File: src/rtl/spi_pkg.sv
`default_nettype none
// ============================================================================
// Module      : spi_pkg
// Description : Constants shared by the SPI responder and the SPI master:
//               frame field widths, the write-select bit of the command byte
//               and the responder state encoding.
// Revision    : 1.0 - initial release
// ============================================================================
package spi_pkg;

  localparam int CMD_W         = 8;   // command-phase width in bits
  localparam int DATA_W        = 16;  // data-phase width in bits
  localparam int CMD_WRITE_BIT = 7;   // cmd[7] = 1 selects a write frame

  // Responder state encoding
  localparam logic [2:0] ST_IDLE = 3'd0;
  localparam logic [2:0] ST_CMD  = 3'd1;
  localparam logic [2:0] ST_WR   = 3'd2;
  localparam logic [2:0] ST_RD   = 3'd3;
  localparam logic [2:0] ST_DONE = 3'd4;

endpackage : spi_pkg
`default_nettype wire

File: src/rtl/spi_sync_edge.sv
`default_nettype none
// ============================================================================
// Module      : spi_sync_edge
// Description : STAGES-deep flip-flop synchronizer for one asynchronous pin,
//               with single-cycle rise/fall pulses derived from the
//               synchronized level.
// Ports       : clk, rst_n (sync, active low), din (async pin),
//               level (synchronized value), rise / fall (one-clk pulses)
// Revision    : 1.0 - initial release
// ============================================================================
module spi_sync_edge #(
  parameter int   STAGES    = 2,
  parameter logic RESET_VAL = 1'b0
) (
  input  logic clk,
  input  logic rst_n,
  input  logic din,
  output logic level,
  output logic rise,
  output logic fall
);

  logic [STAGES-1:0] r_sync;
  logic              r_prev;

  generate
    if (STAGES == 1) begin : g_single
      always_ff @(posedge clk) begin
        if (!rst_n) r_sync <= RESET_VAL;
        else        r_sync <= din;
      end
    end else begin : g_chain
      always_ff @(posedge clk) begin
        if (!rst_n) r_sync <= {STAGES{RESET_VAL}};
        else        r_sync <= {r_sync[STAGES-2:0], din};
      end
    end
  endgenerate

  always_ff @(posedge clk) begin
    if (!rst_n) r_prev <= RESET_VAL;
    else        r_prev <= r_sync[STAGES-1];
  end

  assign level = r_sync[STAGES-1];
  assign rise  = level & ~r_prev;
  assign fall  = ~level & r_prev;

endmodule : spi_sync_edge
`default_nettype wire

File: src/rtl/spi_responder.sv
`default_nettype none
// ============================================================================
// Module      : spi_responder
// Description : Mode-0 SPI slave endpoint. A frame is CMD_W command bits
//               followed by DATA_W data bits. Write frames load reg_out;
//               read frames shift tx_data (captured once per frame) out on
//               miso. All SPI pins are oversampled on clk.
// Ports       : clk, rst_n (sync, active low)
//               sck, cs_n, mosi       - SPI pins from the master
//               miso, miso_oe         - read data and its valid/enable
//               tx_data               - value returned on a read
//               reg_out, wr_strobe    - written register and update pulse
//               rd_strobe             - pulse when tx_data is captured
// Revision    : 1.0 - initial release
// ============================================================================
module spi_responder #(
  parameter int DATA_W      = spi_pkg::DATA_W,
  parameter int CMD_W       = spi_pkg::CMD_W,
  parameter int SYNC_STAGES = 2
) (
  input  logic              clk,
  input  logic              rst_n,
  input  logic              sck,
  input  logic              cs_n,
  input  logic              mosi,
  output logic              miso,
  output logic              miso_oe,
  input  logic [DATA_W-1:0] tx_data,
  output logic [DATA_W-1:0] reg_out,
  output logic              wr_strobe,
  output logic              rd_strobe
);

  import spi_pkg::*;

  localparam int CNT_W    = $clog2(DATA_W + 1);
  localparam int SETTLE_W = $clog2(SYNC_STAGES + 1);

  localparam logic [CNT_W-1:0]    C_CMD_LAST  = CNT_W'(CMD_W - 1);
  localparam logic [CNT_W-1:0]    C_DATA_LAST = CNT_W'(DATA_W - 1);
  localparam logic [CNT_W-1:0]    C_DATA_FULL = CNT_W'(DATA_W);
  localparam logic [SETTLE_W-1:0] C_SETTLED   = SETTLE_W'(SYNC_STAGES);

  logic w_sck_level, w_sck_rise, w_sck_fall;
  logic w_cs_level,  w_cs_rise,  w_cs_fall;
  logic w_mosi,      w_mosi_rise, w_mosi_fall;

  spi_sync_edge #(.STAGES(SYNC_STAGES), .RESET_VAL(1'b0)) u_sync_sck (
    .clk(clk), .rst_n(rst_n), .din(sck),
    .level(w_sck_level), .rise(w_sck_rise), .fall(w_sck_fall)
  );

  spi_sync_edge #(.STAGES(SYNC_STAGES), .RESET_VAL(1'b1)) u_sync_cs (
    .clk(clk), .rst_n(rst_n), .din(cs_n),
    .level(w_cs_level), .rise(w_cs_rise), .fall(w_cs_fall)
  );

  spi_sync_edge #(.STAGES(SYNC_STAGES), .RESET_VAL(1'b0)) u_sync_mosi (
    .clk(clk), .rst_n(rst_n), .din(mosi),
    .level(w_mosi), .rise(w_mosi_rise), .fall(w_mosi_fall)
  );

  logic [2:0]          r_state;
  logic [CNT_W-1:0]    r_bit_cnt;
  logic [CMD_W-2:0]    r_cmd;
  logic [DATA_W-2:0]   r_data;
  logic [DATA_W-1:0]   r_tx;
  logic [DATA_W-1:0]   r_reg;
  logic                r_miso;
  logic                r_miso_oe;
  logic                r_wr_strobe;
  logic                r_rd_strobe;
  logic [SETTLE_W-1:0] r_settle;
  logic                r_armed;

  // Shift register contents including the bit arriving on this rise.
  logic [CMD_W-1:0]  w_cmd_next;
  logic [DATA_W-1:0] w_data_next;
  assign w_cmd_next  = {r_cmd,  w_mosi};
  assign w_data_next = {r_data, w_mosi};

  logic w_unused;
  assign w_unused = ^{w_sck_level, w_mosi_rise, w_mosi_fall, w_cmd_next};

  // The cs_n synchronizer holds its reset value (high) for SYNC_STAGES
  // cycles after reset, so its level is only trusted once r_settle expires.
  // Frames are accepted only after cs_n has genuinely been seen high; this
  // keeps a cs_n that stayed low through reset from starting a frame.
  always_ff @(posedge clk) begin
    if (!rst_n) begin
      r_settle <= '0;
      r_armed  <= 1'b0;
    end else begin
      if (r_settle != C_SETTLED) r_settle <= r_settle + 1'b1;
      if (r_settle == C_SETTLED && w_cs_level) r_armed <= 1'b1;
    end
  end

  always_ff @(posedge clk) begin
    if (!rst_n) begin
      r_state     <= ST_IDLE;
      r_bit_cnt   <= '0;
      r_cmd       <= '0;
      r_data      <= '0;
      r_tx        <= '0;
      r_reg       <= '0;
      r_miso      <= 1'b0;
      r_miso_oe   <= 1'b0;
      r_wr_strobe <= 1'b0;
      r_rd_strobe <= 1'b0;
    end else begin
      r_wr_strobe <= 1'b0;
      r_rd_strobe <= 1'b0;
      // cs_n rising ends the frame from any state and takes priority over
      // an SCK edge detected in the same cycle.
      if (w_cs_rise) begin
        r_state   <= ST_IDLE;
        r_bit_cnt <= '0;
        r_miso    <= 1'b0;
        r_miso_oe <= 1'b0;
      end else begin
        case (r_state)
          ST_IDLE, ST_DONE: begin
            r_miso    <= 1'b0;
            r_miso_oe <= 1'b0;
            if (w_cs_fall && r_armed) begin
              r_state   <= ST_CMD;
              r_bit_cnt <= '0;
            end
          end
          ST_CMD: begin
            if (w_sck_rise) begin
              r_cmd <= w_cmd_next[CMD_W-2:0];
              if (r_bit_cnt == C_CMD_LAST) begin
                r_bit_cnt <= '0;
                if (w_cmd_next[CMD_WRITE_BIT]) begin
                  r_state <= ST_WR;
                end else begin
                  r_tx        <= tx_data;
                  r_rd_strobe <= 1'b1;
                  r_state     <= ST_RD;
                end
              end else begin
                r_bit_cnt <= r_bit_cnt + 1'b1;
              end
            end
          end
          ST_WR: begin
            if (w_sck_rise) begin
              r_data <= w_data_next[DATA_W-2:0];
              if (r_bit_cnt == C_DATA_LAST) begin
                r_reg       <= w_data_next;
                r_wr_strobe <= 1'b1;
                r_state     <= ST_DONE;
              end else begin
                r_bit_cnt <= r_bit_cnt + 1'b1;
              end
            end
          end
          ST_RD: begin
            // Bits go out on falls; the last one stays on miso until the
            // master has sampled it on the following rise.
            if (w_sck_fall && r_bit_cnt != C_DATA_FULL) begin
              r_miso    <= r_tx[DATA_W-1];
              r_tx      <= {r_tx[DATA_W-2:0], 1'b0};
              r_miso_oe <= 1'b1;
              r_bit_cnt <= r_bit_cnt + 1'b1;
            end else if (w_sck_rise && r_bit_cnt == C_DATA_FULL) begin
              r_state   <= ST_DONE;
              r_miso    <= 1'b0;
              r_miso_oe <= 1'b0;
            end
          end
          default: begin
            r_state   <= ST_IDLE;
            r_miso    <= 1'b0;
            r_miso_oe <= 1'b0;
          end
        endcase
      end
    end
  end

  assign miso      = r_miso;
  assign miso_oe   = r_miso_oe;
  assign reg_out   = r_reg;
  assign wr_strobe = r_wr_strobe;
  assign rd_strobe = r_rd_strobe;

endmodule : spi_responder
`default_nettype wire

File: config.mk
export PLATFORM = sky130hd
export DESIGN_NAME = spi_responder
export DESIGN_NICKNAME = d
export VERILOG_FILES = /design/src/rtl/spi_pkg.sv /design/src/rtl/spi_sync_edge.sv /design/src/rtl/spi_responder.sv
export SDC_FILE = /design/constraint.sdc
export NUM_CORES = 1
export LEC_CHECK = 0
export BUFFER_PORTS_ARGS = -buffer_cell sky130_fd_sc_hd__buf_2
export CAP_MARGIN = 25
export CELL_PAD_IN_SITES_DETAIL_PLACEMENT = 0
export CELL_PAD_IN_SITES_GLOBAL_PLACEMENT = 2
export CORE_ASPECT_RATIO = 0.6
export CORE_MARGIN = 3
export CORE_UTILIZATION = 34
export CTS_BUF_LIST = sky130_fd_sc_hd__clkbuf_4
export CTS_CLUSTER_SIZE = 14
export DETAILED_ROUTE_END_ITERATION = 6
export GPL_TIMING_DRIVEN = 0
export PLACE_DENSITY = 0.77
export SLEW_MARGIN = 20
export SYNTH_ARGS = -nofsm -noshare
export SYNTH_HDL_FRONTEND = slang
export SYNTH_SLANG_ARGS = --single-unit
File: constraint.sdc
create_clock -name clk -period 1.96 [get_ports clk]
set_input_delay 0.392 -clock clk [delete_from_list [all_inputs] [get_ports clk]]
set_output_delay 0.392 -clock clk [all_outputs]
set_load 0.01 [all_outputs]
==> impl_results.md, run 1 <==
- WL/cell: 14.0 um
- Iteration-0 DRC Markers: 153
- Die Ht: roughly 83 um
- Most frequent cells in the layout: 73 x dfxtp_1, 46 x buf_2, 37 x mux2i_1, 29 x nand2_1, 25 x nor2b_1
- Avg Inst Size Synth: 9.74 um2
- Share of cells above drive strength 1: roughly a third
- DRT Pass-1 Iters: 4
- DRC: 0
- Row cnt: 27
- Relative slew margins: 58.9%
- Met3 wire length: about 540 um
- Initial antenna violation count: 0
- Max Root-Sink Buffers: 2
- Slew Limit Fails: 0
- I/O Pins: 41
- Post-Route WL: 7.63 mm
- CTS sink cnt: 77
- Worst Path Max Fanout: 7
- Max-cap viol count: 0
- Routed Antenna Nets: 0
- Worst-path clk slew: 0.12 ns
- Die ar.: 11100 um2
- Status: finished with violations
- Endpoints failing setup: 22
- WL met2: 2.94 mm
- Setup TNS: -4.87 ns
- # diodes: 0
- PwrDens: 713 nW/um2
- Final min period: 2.23 ns
- Post-Place Worst Slack: -0.278 ns
- First-pass GRT wire length: between 10 and 15 mm
- M1 WL: 4.10 mm
- Via/cell ratio: 4.72
- CP Class: reg -> reg
- CP Launch Type: flop
- RSZ-0062 raised after global routing: true
- Post-synth cell types: 49
- Top sig layer: met4
- Root Driver: clkbuf_4
- Post-Syn Area: 3330 um2
- Fmax: approximately 450 MHz
- Nets: between 400 and 500
- Synth Flop Type: dfxtp_1
- CP arrival: 2.56 ns
- Core region area: 9360 um2
- Post-synthesis sequential area ratio: 46.3%
- Hold-fix buffer count after cts: 0
- Leakage Power: 2.04 nW
- Post-synth EDFFs: 0
- Area Overhead vs Synth: 29.0%
- Failing checks: negative setup slack
- Most common cell after layout, fill and taps aside: dfxtp_1
- Fin. Hold Viols: 0
- Synth Register Bits: between 70 and 80
- Port buffer count: 40
- Largest net degree at the start of global routing: 14
- Peak supply drop: 0.304 mV
- Worst Tran Pin Value: roughly 0.62 ns
- Starting Density: 35.6%
- Cell count after synthesis: 342
- GRT Total Usage: between 10% and 20%
- Ys async rst share: 0%
- Worst-Skew Late Latency: 0.43 ns
- Req. time, crit path: 2.30 ns
- RD Place Congestion: 0.785
- Vias: 2562
- CTS tree: built
- Worst min-delay path class: in -> reg
- Synth Net Count: 367
- Die Span X: 134 um
- Final worst-path cycle share: 114%
- Remaining Overflow, GRT: 0
- HPWL Detailed: 5.32 mm
- H-tree levels: 3
- Final worst slack: -0.265 ns
- Clock Skew: 0.0135 ns
- Setup crit end kind: flop
- Synth Warn #: 0
- Total CTS buffers: 9
- Number of global-route vias before repair: 2410
## worst max-delay path: stages, from the launching register on
cell and delay, ns:
dfxtp_4 0.40, inv_4 0.04, ha_4 0.14, and4bb_4 0.19, or4b_4 0.56, a221oi_4 0.32
buf_12 0.17, clkbuf_16 0.15, nand2_2 0.04, o211a_1 0.12
## per-stage QoR
stage / total power [mW] / area (um2) / instances / utilization, % / hold slack [ns]
2_1_floorplan: 1.80 / 3360 / 342 / - / 0.386
3_3_place_gp: 1.86 / 3720 / 512 / 39.8 / 0.399
3_5_place_dp: 1.87 / 3720 / 512 / 39.8 / 0.401
4_1_cts: 3.10 / 4050 / 534 / 43.2 / 0.116
5_1_grt: 3.22 / 4300 / 543 / 45.9 / 0.101
6_report: 3.06 / 4300 / 543 / 45.9 / 0.147
## flip-flops by register name (all words and copies together) (netlist names)
name and cells:
miso 1, miso_oe 1, r_armed 1, r_bit_cnt 5, r_cmd 7, r_data 15, r_settle 2, r_state 3
r_tx 16, rd_strobe 1, reg_out 16, u_sync_cs.r_prev 1, u_sync_cs.r_sync 2, u_sync_mosi.r_sync 2, u_sync_sck.r_prev 1, u_sync_sck.r_sync 2
wr_strobe 1
## synth_stat cells (8+ instances only)
master | instances | area share [%]
and2_1 | 11 | 2.1
mux2i_1 | 37 | 11
o211a_1 | 15 | 4.5
nor2b_1 | 25 | 4.7
a21boi_1 | 11 | 2.5
buf_2 | 8 | 1.2
nand2_1 | 50 | 5.6
clkbuf_1 | 12 | 1.4
dfxtp_1 | 77 | 46
inv_1 | 8 | 0.90
## where the power goes
group / switching [mW] / internal (mW) / total [mW]
registers: 0.0232 / 1.60 / 1.63
logic: 0.109 / 0.115 / 0.224
clock network: 0.571 / 0.641 / 1.21
total: 0.703 / 2.36 / 3.06
## path summary, 6_finish.rpt
check                           slack [ns]                start                  end  depth (start not counted)
worst min register to register        0.43  u_sync_cs.r_sync[0]  u_sync_cs.r_sync[1]                          1
worst min-delay path                  0.15                 cs_n  u_sync_cs.r_sync[0]                          2
worst max-delay path                 -0.27         r_bit_cnt[0]              r_tx[2]                          9
worst max register to register       -0.27         r_bit_cnt[0]              r_tx[2]                          9
## layout make-up
type	count	area (um2)
plain buffers	20	130
repair buffers	59	403
well taps	130	163
clock inverters	6	111
multi-input cells	234	1840
fillers	917	5060
clock buffers	9	67.6
inverters	8	35.0
flip-flops and latches	77	1550
## logic make-up after synthesis
family | share of synthesized area (%)
DFF | 46.3
muxes | 11.1
and+or+nand+nor | 21.8
adders and majority gates | 1.50
buffers and inverters | 4.47
xor gates and xnor gates | 0.526
AOI/OAI and AO/OA | 14.3
## routing by layer
metal | vias up | global-route usage [%]
li1 | 1326 | -
met3 | 6 | 5.81
met4 | 0 | 4.31
met5 | - | 0
met1 | 1173 | 21.1
met2 | 57 | 19.8
## what timing repair did
| action | 4_1_cts | 5_1_grt |
|---|---|---|
| pin swaps | 9 | 29 |
| gates cloned | 1 | 2 |
| endpoints found under the setup margin | 38 | 42 |
| resized for setup | 19 | 46 |
| setup buffers | 7 | 9 |
Power figures use the tool's default switching activity.
==> run 2: changes to the inputs <==
Settings changed: PLACE_DENSITY 0.77 to not set, PLACE_DENSITY_LB_ADDON set to 0.15.
==> run 2 against run 1 <==
Against the previous run: the run still ends with negative setup slack left; critical path depth unchanged; via count is 2.0% lower; combinational power decreased by 3%; cell count increased by 0.55%; sequential share of layout area rose by 0.97 points; first-iteration DRC count shrank 25%; clock power down 22%; maximum frequency increased by 3.2%; critical path type unchanged.
==> impl_results.md, run 2 (synthesis results as in run 1) <==
- Final worst-path cycle share: 110%
- Fin util: 44.8%
- CP max-delay cell: or4b_4
- Worst Path Max Fanout: 7
- Most frequent cells in the layout: 72 x dfxtp_1, 46 x buf_2, 37 x mux2i_1, 34 x nand2_1, 25 x nor2b_1
- Failing checks: negative setup slack
- Setup crit end kind: flop
- Area Overhead vs Synth: 25.7%
- Reg-to-reg slack, setup: -0.20 ns
- Most common cell after layout, fill and taps aside: dfxtp_1
- Post-Route WL: approximately 7.6 mm
- Status: finished with violations
- Nets: 436
- Int Power: 2.10 mW
- Initial antenna violation count: 0
- Relative slew margins: around 65%
- Worst min-delay path class: in -> reg
- Clock Skew: 0.0102 ns
- Worst Tran Pin Value: roughly 0.53 ns
- Core region area: approximately 9400 um2
- Number of global-route vias before repair: roughly 2300
- Largest net degree at the start of global routing: 14
- Worst-Skew Late Latency: 0.42 ns
- Iteration-0 DRC Markers: 114
- Req. time, crit path: 2.29 ns
- Final min period: 2.16 ns
- Root Driver: clkbuf_4
- Hold Slack: 0.151 ns
- CTS sink cnt: 77
- Crit-path cells: inv_2 > ha_2 > and4bb_4 > or4b_4 > a221oi_4 > buf_6 > buf_6 > nand2_2 > o211a_1
- Fin. Hold Viols: 0
- Combinational fraction of design power: 7.8%
- Register area: 1550 um2
- Max Root-Sink Buffers: 2
- Critical Path End: r_tx[15]
- Die Ht: 82.7 um
- Total CTS buffers: 9
- Total Power: 2.79 mW
- Port buffer count: 40
- Part of the power in the clock network: 33.9%
- Switching Share: between 20% and 30%
- CP arrival: 2.49 ns
- Hold-fix buffer count after cts: 0
- R2R depth: 9
- PwrDens: 667 nW/um2
- RSZ-0062 raised after global routing: true
- Routed Antenna Nets: 0
- CTS tree: built
- Most used cell along the critical path: buf_6
- DRC: 0
- Via/cell ratio: 4.60
- Remaining Overflow, GRT: 0
- HPWL Detailed: 5.26 mm
- RD Place Congestion: 0.800
- # diodes: 0
- Peak supply drop: 0.385 mV
- Slew Limit Fails: 0
- Die Span X: 134 um
- Fillcell total: 928
- CP Launch Point: r_bit_cnt[1]
- Starting Density: 35.6%
- Leakage Power: between 2 and 2.5 nW
- Fmax: approximately 460 MHz
- Share of cells above drive strength 1: 32.0%
- H-tree levels: 3
- CP Launch Type: flop
- Final worst slack: -0.196 ns
- WL/cell: 13.9 um
- Worst-path clk slew: 0.12 ns
- Max-cap viol count: 0
- Vias: roughly 2500
- GRT Total Usage: 14.4%
- Die ar.: 11100 um2
- Row cnt: 27
- DRT Pass-1 Iters: 4
- Endpoints failing setup: 21
- I/O Pins: just over 40
- P_sw: 0.696 mW
- Slowest stage delay, CP: 0.52 ns
- RR Startpoint: r_bit_cnt[1]
- R2R Path End: r_tx[15]
- Multi-input combinational cell area: around 1800 um2
- Sequential Power Share: 58.3%
- CP Class: reg -> reg
- First-pass GRT wire length: 12.3 mm
- Setup TNS: -3.70 ns
## run 2: cell types whose count changed in the layout (fill, tap and decap cells not counted), moves of 3 or more
cell      delta
nand2_1      +5
nand2_4      -4
a21boi_2     -3
buf_4        +3
clkinv_2     +3
## run 2: power by group through the flow
stage | sequential, mW | combinational, mW | clock, mW
after floorplan | 1.66 | 0.145 | 0
after global placement | 1.66 | 0.199 | 0
after detailed placement | 1.67 | 0.203 | 0
after CTS | 1.63 | 0.218 | 0.997
after global routing | 1.64 | 0.254 | 1.06
final | 1.63 | 0.218 | 0.947
## run 2: worst min-delay path by stage
stage / start / endpoint / depth (start not counted)
3_3_place_gp: u_sync_mosi.r_sync[0] / u_sync_mosi.r_sync[1] / 1
3_5_place_dp: u_sync_cs.r_sync[0] / u_sync_cs.r_sync[1] / 1
4_1_cts: cs_n / u_sync_cs.r_sync[0] / 2
6_report: cs_n / u_sync_cs.r_sync[0] / 2
2_1_floorplan: u_sync_cs.r_sync[0] / u_sync_cs.r_sync[1] / 1
5_1_grt: cs_n / u_sync_cs.r_sync[0] / 2
## run 2: layer usage
metal,wire length (um),vias up,part of all wire [%],track usage [%]
met4,71,0,0.94,4.62
li1,-,1325,-,-
met5,0,-,0,0
met2,2860,40,38,18.7
met3,311,7,4.1,5.02
met1,4330,1140,57,21.6
## run 2: what timing repair did
item	CTS	global route
gates resized for setup	33	19
pin swaps	12	7
endpoints found under the setup margin	38	43
cloned	2	1
buffers inserted	9	7
## run 2: stage by stage
stage	setup WS, ns	std cells	cell area [um2]
after floorplan	-0.0811	342	3360
after global placement	-0.242	512	3720
after detailed placement	-0.227	512	3720
after CTS	-0.212	538	4040
after global routing	-0.262	546	4190
final	-0.196	546	4190
## run 2: critical path: cells and delay by family (launching register included)
kind	cells	cell delay, ns
adders and majority gates	1	0.16
buffers and inverters	3	0.34
AOI/OAI and AO/OA	2	0.41
and+or+nand+nor	3	0.75
DFF	1	0.39
## run 2: cell type report
type,instances,area share (%)
Tap cell,130,3.88
Buffer,22,3.32
Inverter,8,0.777
Timing Repair Buffer,59,9.11
Sequential cell,77,37.1
Clock inverter,7,1.55
Clock buffer,9,1.61
Multi-Input combinational cell,234,42.7
==> run 3: changes to the inputs <==
Settings changed: ABC_CLOCK_PERIOD_IN_PS set to 1960, CELL_PAD_IN_SITES_GLOBAL_PLACEMENT 2 to 1, CORE_UTILIZATION 34 to 42.
==> run 3 against run 2 <==
Against the previous run: cell count is 5.9% lower; maximum frequency is 1.1% lower; power is 0.53% lower; sequential power hardly changed; combinational power hardly changed; global-route usage is 2.8 points higher; the flow still finishes with violations (negative setup slack); sequential share of layout area is 1.3 points higher; die area is 18% lower; core utilization is 9.0 points higher; setup slack worse by 0.025 ns; flip-flop and latch count stayed put; largest power group unchanged; cell area is 4.0% lower.
==> impl_results.md, run 3 (synthesis results as in run 1) <==
- Status: finished with violations
- Failing checks: negative setup slack
- Endpoints failing setup: 31
- Worst Path Max Fanout: 3
- RSZ-0062 raised after global routing: true
- Slew Limit Fails: 0
- CP Class: reg -> reg
- Initial antenna violation count: 0
- Worst-path clk slew: 0.12 ns
- Largest net degree at the start of global routing: 13
- Sequential Power Share: 58.7%
- Share of cells above drive strength 1: 27.6%
- # diodes: 0
- Starting Density: 44.5%
- Post-Route WL: 7.29 mm
- First-pass GRT wire length: between 10 and 15 mm
- PwrDens: 692 nW/um2
- CP Launch Type: flop
- Design Area, Final: 4020 um2
- Most common cell after layout, fill and taps aside: dfxtp_1
- Worst-Skew Late Latency: 0.43 ns
- Max-cap viol count: 0
- Fin cells: 514
- Die ar.: a little over 9000 um2
- Part of the power in the clock network: roughly a third
- Fin util: 53.7%
- DRC: 0
- Remaining Overflow, GRT: 0
- WL/cell: ~14 um
- Row cnt: 24
- Iteration-0 DRC Markers: around 140
- Relative slew margins: 61.4%
- Switching Share: 24.3%
- Total CTS buffers: 9
- Max Root-Sink Buffers: 2
- HPWL Detailed: 5.07 mm
- Core region area: 7480 um2
- P_sw: 0.674 mW
- Via/cell ratio: approximately 5
- Fin. Hold Viols: 0
- Port buffer count: 40
- GRT Total Usage: 17.2%
- Root Driver: clkbuf_4
- CTS tree: built
- Worst min-delay path class: in -> reg
- Die Span X: 121 um
- Vias: 2561
- H-tree levels: 3
- Fillcell total: 718
- Routed Antenna Nets: 0
- Placed cells: 486
- Fmax: 459 MHz
- Nets: 430
- Final worst slack: -0.220 ns
- Most frequent cells in the layout: 75 x dfxtp_1, 43 x buf_2, 39 x nand2_1, 37 x mux2i_1, 25 x nor2b_1
- Combinational fraction of design power: 7.7%
- CTS sink cnt: between 70 and 80
- Peak supply drop: 0.351 mV
- Req. time, crit path: 2.32 ns
- CP arrival: 2.54 ns
- Hold Slack: ~0.15 ns
- Final min period: ~2.2 ns
- Clock Skew: 0.00897 ns
- Area Overhead vs Synth: 20.7%
- Setup crit end kind: flop
- Final worst-path cycle share: 111%
- I/O Pins: 41
- Leakage Power: 1.95 nW
- RD Place Congestion: 0.866
- Int Power: 2.10 mW
- Die Ht: 75.0 um
- Worst Tran Pin Value: about 0.58 ns
- Number of global-route vias before repair: between 2000 and 2500
- Dpl cell area: 3690 um2
- DRT Pass-1 Iters: 4
==> run 3: final timing paths <==
kind                       start             endpoint  slack, ns  depth (start not counted)
max                 r_bit_cnt[1]         r_bit_cnt[2]      -0.22                          8
min                         cs_n  u_sync_cs.r_sync[0]       0.15                          2
max reg2reg         r_bit_cnt[1]         r_bit_cnt[2]      -0.22                          8
min reg2reg  u_sync_cs.r_sync[0]  u_sync_cs.r_sync[1]       0.43                          1
==> run 3: area by class of cell <==
cell class | count | area (um2) | area share (%)
Multi-Input combinational cell | 234 | 1750 | 43.5
Sequential cell | 77 | 1540 | 38.4
Timing Repair Buffer | 53 | 305 | 7.60
Buffer | 22 | 133 | 3.30
Tap cell | 104 | 130 | 3.24
Clock buffer | 10 | 75.1 | 1.87
Clock inverter | 6 | 53.8 | 1.34
Inverter | 8 | 30.0 | 0.747
==> run 3: stage by stage <==
step | total power, mW | worst slack, ns | setup TNS, ns
finish | 2.78 | -0.220 | -3.97
global route | 2.92 | -0.300 | -6.88
CTS | 2.81 | -0.214 | -4.13
detailed placement | 1.87 | -0.303 | -6.85
global placement | 1.86 | -0.300 | -6.81
floorplan | 1.80 | -0.0811 | -1.25
==> run 3: critical path: stages, from the launching register on <==
cell and delay [ns]:
dfxtp_2 0.36, ha_2 0.19, and3_4 0.18, ha_2 0.18, and3b_1 0.17, a31oi_1 0.18
o211ai_1 0.17, or4b_4 0.50, a31oi_1 0.18
==> run 3: routing by layer <==
metal	share of wire [%]	GRT usage, %	up-vias
li1	-	-	1308
met1	53	25.7	1185
met2	40	23.1	63
met3	6.4	5.78	5
met4	0.78	5.28	0
met5	0	0	-
==> run 3: power by group through the flow <==
stage	Clock (mW)	Sequential, mW	Combinational (mW)
2_1_floorplan	0	1.66	0.145
3_3_place_gp	0	1.66	0.197
3_5_place_dp	0	1.66	0.201
4_1_cts	0.967	1.63	0.209
5_1_grt	1.04	1.64	0.246
6_report	0.934	1.63	0.215
==> run 3: repair_timing <==
item,4_1_cts,5_1_grt
pin swaps,9,5
hold endpoints to repair,0,0
setup buffers,9,3
resized for setup,14,18
setup endpoints to repair,32,46
cloned,1,0
hold buffers,0,0
